<file path="config.mk">
export PLATFORM = sky130hd
export DESIGN_NAME = alu_op_issuer_flat
export DESIGN_NICKNAME = d
export VERILOG_FILES = /design/src/rtl/alu_op_issuer_if.sv /design/src/rtl/alu_op_issuer.sv /design/src/flat_wrapper.sv
export SDC_FILE = /design/constraint.sdc
export NUM_CORES = 1
export LEC_CHECK = 0
export BUFFER_PORTS_ARGS = -buffer_cell sky130_fd_sc_hd__buf_4
export CORE_AREA = 2 2 82 60
export DETAILED_ROUTE_END_ITERATION = 7
export DIE_AREA = 0 0 84 62
export PLACE_DENSITY = 0.89
export SLEW_MARGIN = 30
export SYNTH_ARGS = -nofsm -noshare
export SYNTH_HDL_FRONTEND = slang
export SYNTH_SLANG_ARGS = --single-unit
</file>
<file path="constraint.sdc">
create_clock -name clk -period 3.2 [get_ports clk]
set_input_delay 0.32 -clock clk [delete_from_list [all_inputs] [get_ports clk]]
set_output_delay 0.32 -clock clk [all_outputs]
set_load 0.01 [all_outputs]
</file>
<file path="src/rtl/alu_op_issuer_if.sv">
// Command / ALU / response bundle for alu_op_issuer.
//   cmd_*  : operation request (valid/ready), issuer is the target
//   alu_*  : registered operands/opcode out, combinational result/flags back
//   rsp_*  : captured result, flags and evaluated condition (valid/ready)
//   op_count : number of completed response handshakes
// slave  = issuer side, master = sequencer / environment side.
interface alu_op_issuer_if #(
  parameter int WIDTH = 8,
  parameter int CNT_W = 16
);
  logic             cmd_valid;
  logic             cmd_ready;
  logic [WIDTH-1:0] cmd_a;
  logic [WIDTH-1:0] cmd_b;
  logic [1:0]       cmd_op;
  logic [2:0]       cmd_cond;

  logic [WIDTH-1:0] alu_a;
  logic [WIDTH-1:0] alu_b;
  logic [1:0]       alu_op;
  logic [WIDTH-1:0] alu_c;
  logic             alu_of;
  logic             alu_zf;
  logic             alu_sf;
  logic             alu_pf;

  logic             rsp_valid;
  logic             rsp_ready;
  logic [WIDTH-1:0] rsp_c;
  logic             rsp_of;
  logic             rsp_zf;
  logic             rsp_sf;
  logic             rsp_pf;
  logic             rsp_cond;

  logic [CNT_W-1:0] op_count;

  modport slave (
    input  cmd_valid, cmd_a, cmd_b, cmd_op, cmd_cond,
    input  alu_c, alu_of, alu_zf, alu_sf, alu_pf,
    input  rsp_ready,
    output cmd_ready,
    output alu_a, alu_b, alu_op,
    output rsp_valid, rsp_c, rsp_of, rsp_zf, rsp_sf, rsp_pf, rsp_cond,
    output op_count
  );

  modport master (
    output cmd_valid, cmd_a, cmd_b, cmd_op, cmd_cond,
    output alu_c, alu_of, alu_zf, alu_sf, alu_pf,
    output rsp_ready,
    input  cmd_ready,
    input  alu_a, alu_b, alu_op,
    input  rsp_valid, rsp_c, rsp_of, rsp_zf, rsp_sf, rsp_pf, rsp_cond,
    input  op_count
  );
endinterface

</file>
<file path="src/rtl/alu_op_issuer.sv">
// Initiator-side controller for the flag-producing ALU.
// Accepts a command in IDLE, drives registered operands/opcode to the ALU,
// waits SETTLE_CYCLES edges, captures result + flags, evaluates the
// selected branch condition and holds the response until it is accepted.
// Ports:
//   clk  : clock, all state on rising edge
//   rst  : synchronous active-high reset
//   bus  : alu_op_issuer_if.slave (cmd_*, alu_*, rsp_*, op_count)
module alu_op_issuer #(
  parameter int WIDTH         = 8,
  parameter int SETTLE_CYCLES = 1,   // 1..15
  parameter int CNT_W         = 16
) (
  input  logic               clk,
  input  logic               rst,
  alu_op_issuer_if.slave     bus
);

  typedef enum logic [1:0] {
    S_IDLE   = 2'd0,
    S_SETTLE = 2'd1,
    S_RESP   = 2'd2
  } state_t;

  state_t           state_q, state_d;
  logic [3:0]       cnt_q, cnt_d;
  logic [WIDTH-1:0] a_q, a_d;
  logic [WIDTH-1:0] b_q, b_d;
  logic [1:0]       op_q, op_d;
  logic [2:0]       cond_q, cond_d;
  logic [WIDTH-1:0] c_q, c_d;
  logic             of_q, of_d;
  logic             zf_q, zf_d;
  logic             sf_q, sf_d;
  logic             pf_q, pf_d;
  logic             rcond_q, rcond_d;
  logic [CNT_W-1:0] count_q, count_d;

  // cond[2:1] selects the flag (ZF, SF, OF, PF), cond[0] inverts it.
  function automatic logic cond_eval(input logic [2:0] cond,
                                     input logic of, input logic zf,
                                     input logic sf, input logic pf);
    logic f;
    case (cond[2:1])
      2'b00:   f = zf;
      2'b01:   f = sf;
      2'b10:   f = of;
      default: f = pf;
    endcase
    return f ^ cond[0];
  endfunction

  always_comb begin
    state_d = state_q;
    cnt_d   = cnt_q;
    a_d     = a_q;
    b_d     = b_q;
    op_d    = op_q;
    cond_d  = cond_q;
    c_d     = c_q;
    of_d    = of_q;
    zf_d    = zf_q;
    sf_d    = sf_q;
    pf_d    = pf_q;
    rcond_d = rcond_q;
    count_d = count_q;

    case (state_q)
      S_IDLE: begin
        if (bus.cmd_valid) begin
          a_d     = bus.cmd_a;
          b_d     = bus.cmd_b;
          op_d    = bus.cmd_op;
          cond_d  = bus.cmd_cond;
          cnt_d   = 4'(SETTLE_CYCLES - 1);
          state_d = S_SETTLE;
        end
      end
      S_SETTLE: begin
        if (cnt_q == '0) begin
          // Capture edge: the only point where ALU outputs are observed.
          c_d     = bus.alu_c;
          of_d    = bus.alu_of;
          zf_d    = bus.alu_zf;
          sf_d    = bus.alu_sf;
          pf_d    = bus.alu_pf;
          rcond_d = cond_eval(cond_q, bus.alu_of, bus.alu_zf,
                              bus.alu_sf, bus.alu_pf);
          state_d = S_RESP;
        end else begin
          cnt_d = cnt_q - 4'd1;
        end
      end
      S_RESP: begin
        if (bus.rsp_ready) begin
          count_d = count_q + CNT_W'(1);
          state_d = S_IDLE;
        end
      end
      default: state_d = S_IDLE;
    endcase
  end

  always_ff @(posedge clk) begin
    if (rst) begin
      state_q <= S_IDLE;
      cnt_q   <= '0;
      a_q     <= '0;
      b_q     <= '0;
      op_q    <= '0;
      cond_q  <= '0;
      c_q     <= '0;
      of_q    <= 1'b0;
      zf_q    <= 1'b0;
      sf_q    <= 1'b0;
      pf_q    <= 1'b0;
      rcond_q <= 1'b0;
      count_q <= '0;
    end else begin
      state_q <= state_d;
      cnt_q   <= cnt_d;
      a_q     <= a_d;
      b_q     <= b_d;
      op_q    <= op_d;
      cond_q  <= cond_d;
      c_q     <= c_d;
      of_q    <= of_d;
      zf_q    <= zf_d;
      sf_q    <= sf_d;
      pf_q    <= pf_d;
      rcond_q <= rcond_d;
      count_q <= count_d;
    end
  end

  assign bus.cmd_ready = (state_q == S_IDLE);
  assign bus.rsp_valid = (state_q == S_RESP);
  assign bus.alu_a     = a_q;
  assign bus.alu_b     = b_q;
  assign bus.alu_op    = op_q;
  assign bus.rsp_c     = c_q;
  assign bus.rsp_of    = of_q;
  assign bus.rsp_zf    = zf_q;
  assign bus.rsp_sf    = sf_q;
  assign bus.rsp_pf    = pf_q;
  assign bus.rsp_cond  = rcond_q;
  assign bus.op_count  = count_q;

endmodule

</file>
<file path="src/flat_wrapper.sv">
// flat-port wrapper written by rule: the top's interface ports become plain ports
module alu_op_issuer_flat 
#(
  parameter int WIDTH         = 8,
  parameter int SETTLE_CYCLES = 1,           
  parameter int CNT_W         = 16
)
  (clk, rst, bus_cmd_valid, bus_cmd_a, bus_cmd_b, bus_cmd_op, bus_cmd_cond, bus_alu_c, bus_alu_of, bus_alu_zf, bus_alu_sf, bus_alu_pf, bus_rsp_ready, bus_cmd_ready, bus_alu_a, bus_alu_b, bus_alu_op, bus_rsp_valid, bus_rsp_c, bus_rsp_of, bus_rsp_zf, bus_rsp_sf, bus_rsp_pf, bus_rsp_cond, bus_op_count);
  alu_op_issuer_if #(.WIDTH(WIDTH), .CNT_W(CNT_W)) bus_i ();
  input  logic clk;
  input  logic rst;
  input wire logic [$bits(bus_i.cmd_valid)-1:0] bus_cmd_valid;
  input wire logic [$bits(bus_i.cmd_a)-1:0] bus_cmd_a;
  input wire logic [$bits(bus_i.cmd_b)-1:0] bus_cmd_b;
  input wire logic [$bits(bus_i.cmd_op)-1:0] bus_cmd_op;
  input wire logic [$bits(bus_i.cmd_cond)-1:0] bus_cmd_cond;
  input wire logic [$bits(bus_i.alu_c)-1:0] bus_alu_c;
  input wire logic [$bits(bus_i.alu_of)-1:0] bus_alu_of;
  input wire logic [$bits(bus_i.alu_zf)-1:0] bus_alu_zf;
  input wire logic [$bits(bus_i.alu_sf)-1:0] bus_alu_sf;
  input wire logic [$bits(bus_i.alu_pf)-1:0] bus_alu_pf;
  input wire logic [$bits(bus_i.rsp_ready)-1:0] bus_rsp_ready;
  output wire logic [$bits(bus_i.cmd_ready)-1:0] bus_cmd_ready;
  output wire logic [$bits(bus_i.alu_a)-1:0] bus_alu_a;
  output wire logic [$bits(bus_i.alu_b)-1:0] bus_alu_b;
  output wire logic [$bits(bus_i.alu_op)-1:0] bus_alu_op;
  output wire logic [$bits(bus_i.rsp_valid)-1:0] bus_rsp_valid;
  output wire logic [$bits(bus_i.rsp_c)-1:0] bus_rsp_c;
  output wire logic [$bits(bus_i.rsp_of)-1:0] bus_rsp_of;
  output wire logic [$bits(bus_i.rsp_zf)-1:0] bus_rsp_zf;
  output wire logic [$bits(bus_i.rsp_sf)-1:0] bus_rsp_sf;
  output wire logic [$bits(bus_i.rsp_pf)-1:0] bus_rsp_pf;
  output wire logic [$bits(bus_i.rsp_cond)-1:0] bus_rsp_cond;
  output wire logic [$bits(bus_i.op_count)-1:0] bus_op_count;
  assign bus_i.cmd_valid = bus_cmd_valid;
  assign bus_i.cmd_a = bus_cmd_a;
  assign bus_i.cmd_b = bus_cmd_b;
  assign bus_i.cmd_op = bus_cmd_op;
  assign bus_i.cmd_cond = bus_cmd_cond;
  assign bus_i.alu_c = bus_alu_c;
  assign bus_i.alu_of = bus_alu_of;
  assign bus_i.alu_zf = bus_alu_zf;
  assign bus_i.alu_sf = bus_alu_sf;
  assign bus_i.alu_pf = bus_alu_pf;
  assign bus_i.rsp_ready = bus_rsp_ready;
  assign bus_cmd_ready = bus_i.cmd_ready;
  assign bus_alu_a = bus_i.alu_a;
  assign bus_alu_b = bus_i.alu_b;
  assign bus_alu_op = bus_i.alu_op;
  assign bus_rsp_valid = bus_i.rsp_valid;
  assign bus_rsp_c = bus_i.rsp_c;
  assign bus_rsp_of = bus_i.rsp_of;
  assign bus_rsp_zf = bus_i.rsp_zf;
  assign bus_rsp_sf = bus_i.rsp_sf;
  assign bus_rsp_pf = bus_i.rsp_pf;
  assign bus_rsp_cond = bus_i.rsp_cond;
  assign bus_op_count = bus_i.op_count;
  alu_op_issuer #(.WIDTH(WIDTH), .SETTLE_CYCLES(SETTLE_CYCLES), .CNT_W(CNT_W)) u_core (.clk(clk), .rst(rst), .bus(bus_i));
endmodule
</file>
==> flow_summary.ini <==
[clock_tree]
clk_latency_ns = 0.31
cts_tree = built
h-tree-depth = 2
postCtsSetupBuffers = 0
cts_buffer_depth = 2
cts_resized = 0
clockRootBuffer = clkbuf_8
cts_buffers = 5
hold_buffers = 0
clk_pin_slew_worst_paths_ns = 0.10
cts.sinks = 56

[floorplanning]
dieArea_sq_um = 5208
die_x_um = 84
ios = 86
placementRows = 21
core_area_sq_um = 4546
fp.dieH_um = 62
start_util = 0.4822

[detailed_routing]
firstDrtPassIters = 4
routed_via_density = 5.007
drcViolationCount = 0
detail_route.wl_per_cell_um = 12.55
antenna_left = 0
initialDrtViolationCount = 75
drt-total-wl_um = 5069
vias = 2023

[logic_synthesis]
synthFlopType = dfxtp_1
synth_edf_count = 0
synth.net_count = 305
synth_area_sq_um = 2192
yosysTopAreaCell = dfxtp_1
ys_types = 30
avgSynthCellArea_sq_um = 8.241
synth_warnings = 0
seq_area_frac_synth = 0.5114
ys_ff_latch = 56
synth-async-reset-ratio = 0
synth_top_area_share = 0.5114
synth_common_cells = nand2_1 (76), dfxtp_1 (56), a21oi_1 (41)
postSynthCellCount = 266
synthTopCellsByArea = dfxtp_1 (51%), nand2_1 (13%), a21oi_1 (9.4%)
yosysMostFrequentCell = nand2_1

[setup_path]
crit_family = simple AND/OR/NAND/NOR gates
path_cells = inv_1, ha_1, or3b_2, nor2b_2, nor2_1, a211oi_1
worstRegToRegCells = 6
critPathMaxFanout = 15
regToRegStartpoint = u_core.cnt_q[0]$_SDFFE_PP0P_
criticalPathCategory = register to register
cp_slowest_cell = or3b_2
cp.depth = 6
worst_setup_path_end_kind = register
crit_buf_inv = 1
critPathArrivalTime_ns = 2.19
r2r_slack_ns = 1.24
crit_path_start_kind = register
critPathMaxStageDelay_ns = 0.53
cp-endpoint = u_core.bus.rsp_cond$_SDFFE_PP0P_
crit_required_ns = 3.43
startpoint = u_core.cnt_q[0]$_SDFFE_PP0P_
worst_r2r_endpoint = u_core.bus.rsp_cond$_SDFFE_PP0P_

[sta]
slew_violations = 0
max_slew_margin = 0.4818
hold_viol = 0
tightest_slew_ns = 0.7754
finalCritPeriodShare = 0.6131
skew_ns = 0.005901
finalSetupTns_ns = 0
whs_ns = 0.2462
period_needed_ns = 1.962
rsz0062_at_grt = no
max_clock_freq_mhz = 509.7
setup_viol = 0

[power]
vdd_ir_drop_max_mv = 0.3212
power_leakage_nw = 1.239
power_density_nw_per_um2 = 443.8

[status]
status = finished, final reports clean

[cells_and_area]
nets = 385
syn_to_final_growth_pct = 34.87
diodes = 0
final_layout_size_suffix_gt1_frac = 0.2997

[place]
gp_congestion = 0.7904
dp_hpwl_um = 3616
portBuffers = 85

[global_routing]
grt_max_degree = 57
grt_overflow = 0
grt_pass1_wl_um = 8045
grt_usage = 0.1948
grt_pass1_vias = 1758
antenna_found_initial = 0

[run]
drv_cap = 0

[hold_path]
hold_class = primary input to register
==> layer usage <==
| layer | vias to the layer above | global-route usage | wire length [um] |
|---|---|---|---|
| met1 | 916 | 0.2555 | 2395 |
| met3 | 5 | 0.07133 | 387 |
| met5 | - | 0 | 0 |
| met2 | 63 | 0.3143 | 2251 |
| met4 | 0 | 0.04839 | 34 |
| li1 | 1039 | - | - |
==> registers in the layout (all words and copies together), names as in the netlist <==
register / count
u_core.bus.rsp_zf: 1
u_core.bus.alu_a: 8
u_core.bus.alu_b: 8
u_core.cnt_q: 4
u_core.bus.rsp_pf: 1
u_core.state_q: 2
u_core.cond_q: 3
u_core.bus.rsp_cond: 1
u_core.bus.rsp_c: 8
u_core.bus.alu_op: 2
u_core.bus.op_count: 16
u_core.bus.rsp_sf: 1
u_core.bus.rsp_of: 1
==> final cells by class <==
type                       instances  area [sq um]
fill                             402          1589
sequential                        56          1121
multi-input combinational        192          1007
timing repair buffer              86         645.6
tap                               57         71.32
clock buffer                       5         68.82
clock inverter                     3         23.77
inverter                           5         18.77
==> tightest hold or removal path, cell delays in order <==
cell     delay [ns]
buf_4          0.11
nand2_1        0.04
a21oi_1        0.05
==> metrics by stage <==
step	worst slack, ns	std cells	instance area (sq um)	total power [mW]	util
final	1.238	404	2957	1.312	0.6504
after CTS	0.9672	404	2954	1.326	0.6499
after global routing	1.097	404	2957	1.375	0.6504
after detailed placement	0.9844	396	2861	0.9417	0.6295
after floorplan	1.413	266	2192	0.8459	-
after global placement	1.083	396	2861	0.9358	0.6295
==> power breakdown <==
group | total, mW | switching [mW] | internal [mW]
Combinational | 0.178 | 0.0895 | 0.0886
Clock | 0.388 | 0.233 | 0.155
Sequential | 0.746 | 0.0190 | 0.727
==> placed cells by master, fill, tap and decap left out, types with 2 or more instances in the layout <==
cell type,netlist,layout
buf_4,1,86
nand2_1,76,76
dfxtp_1,56,56
a21oi_1,41,41
nor2_1,13,13
nand3_1,10,10
xnor2_1,8,8
nor3_1,8,8
xor2_1,6,6
inv_1,5,5
clkbuf_8,0,5
nor2b_1,4,3
nand4_1,3,3
nor4_1,3,3
o21ai_0,3,3
and3_1,2,2
or3_1,2,2
ha_1,2,2
clkinvlp_4,0,2
==> worst min-delay path by stage <==
| stage | start | slack [ns] | depth (start not counted) | to |
|---|---|---|---|---|
| 5_1_grt | bus_cmd_cond[1] | 0.23 | 3 | u_core.cond_q[1]$_SDFFE_PP0P_ |
| 3_5_place_dp | u_core.bus.rsp_c[3]$_SDFFE_PP0P_ | 0.45 | 2 | u_core.bus.rsp_c[3]$_SDFFE_PP0P_ |
| 6_report | bus_cmd_cond[2] | 0.25 | 3 | u_core.cond_q[2]$_SDFFE_PP0P_ |
| 2_1_floorplan | u_core.cond_q[2]$_SDFFE_PP0P_ | 0.44 | 2 | u_core.cond_q[2]$_SDFFE_PP0P_ |
| 4_1_cts | bus_cmd_cond[1] | 0.24 | 3 | u_core.cond_q[1]$_SDFFE_PP0P_ |
| 3_3_place_gp | u_core.bus.alu_a[2]$_SDFFE_PP0P_ | 0.44 | 2 | u_core.bus.alu_a[2]$_SDFFE_PP0P_ |
==> logic make-up after synthesis <==
| group | Yosys count | share of synthesized area |
|---|---|---|
| and+or+nand+nor | 128 | 0.2660 |
| DFF | 56 | 0.5114 |
| AOI/OAI and AO/OA | 47 | 0.1124 |
| buffers and inverters | 18 | 0.03254 |
| xor gates and xnor gates | 14 | 0.05594 |
| adders and majority gates | 2 | 0.01141 |
| muxes | 1 | 0.01027 |
Note: power is estimated with default switching activity, not from simulation.
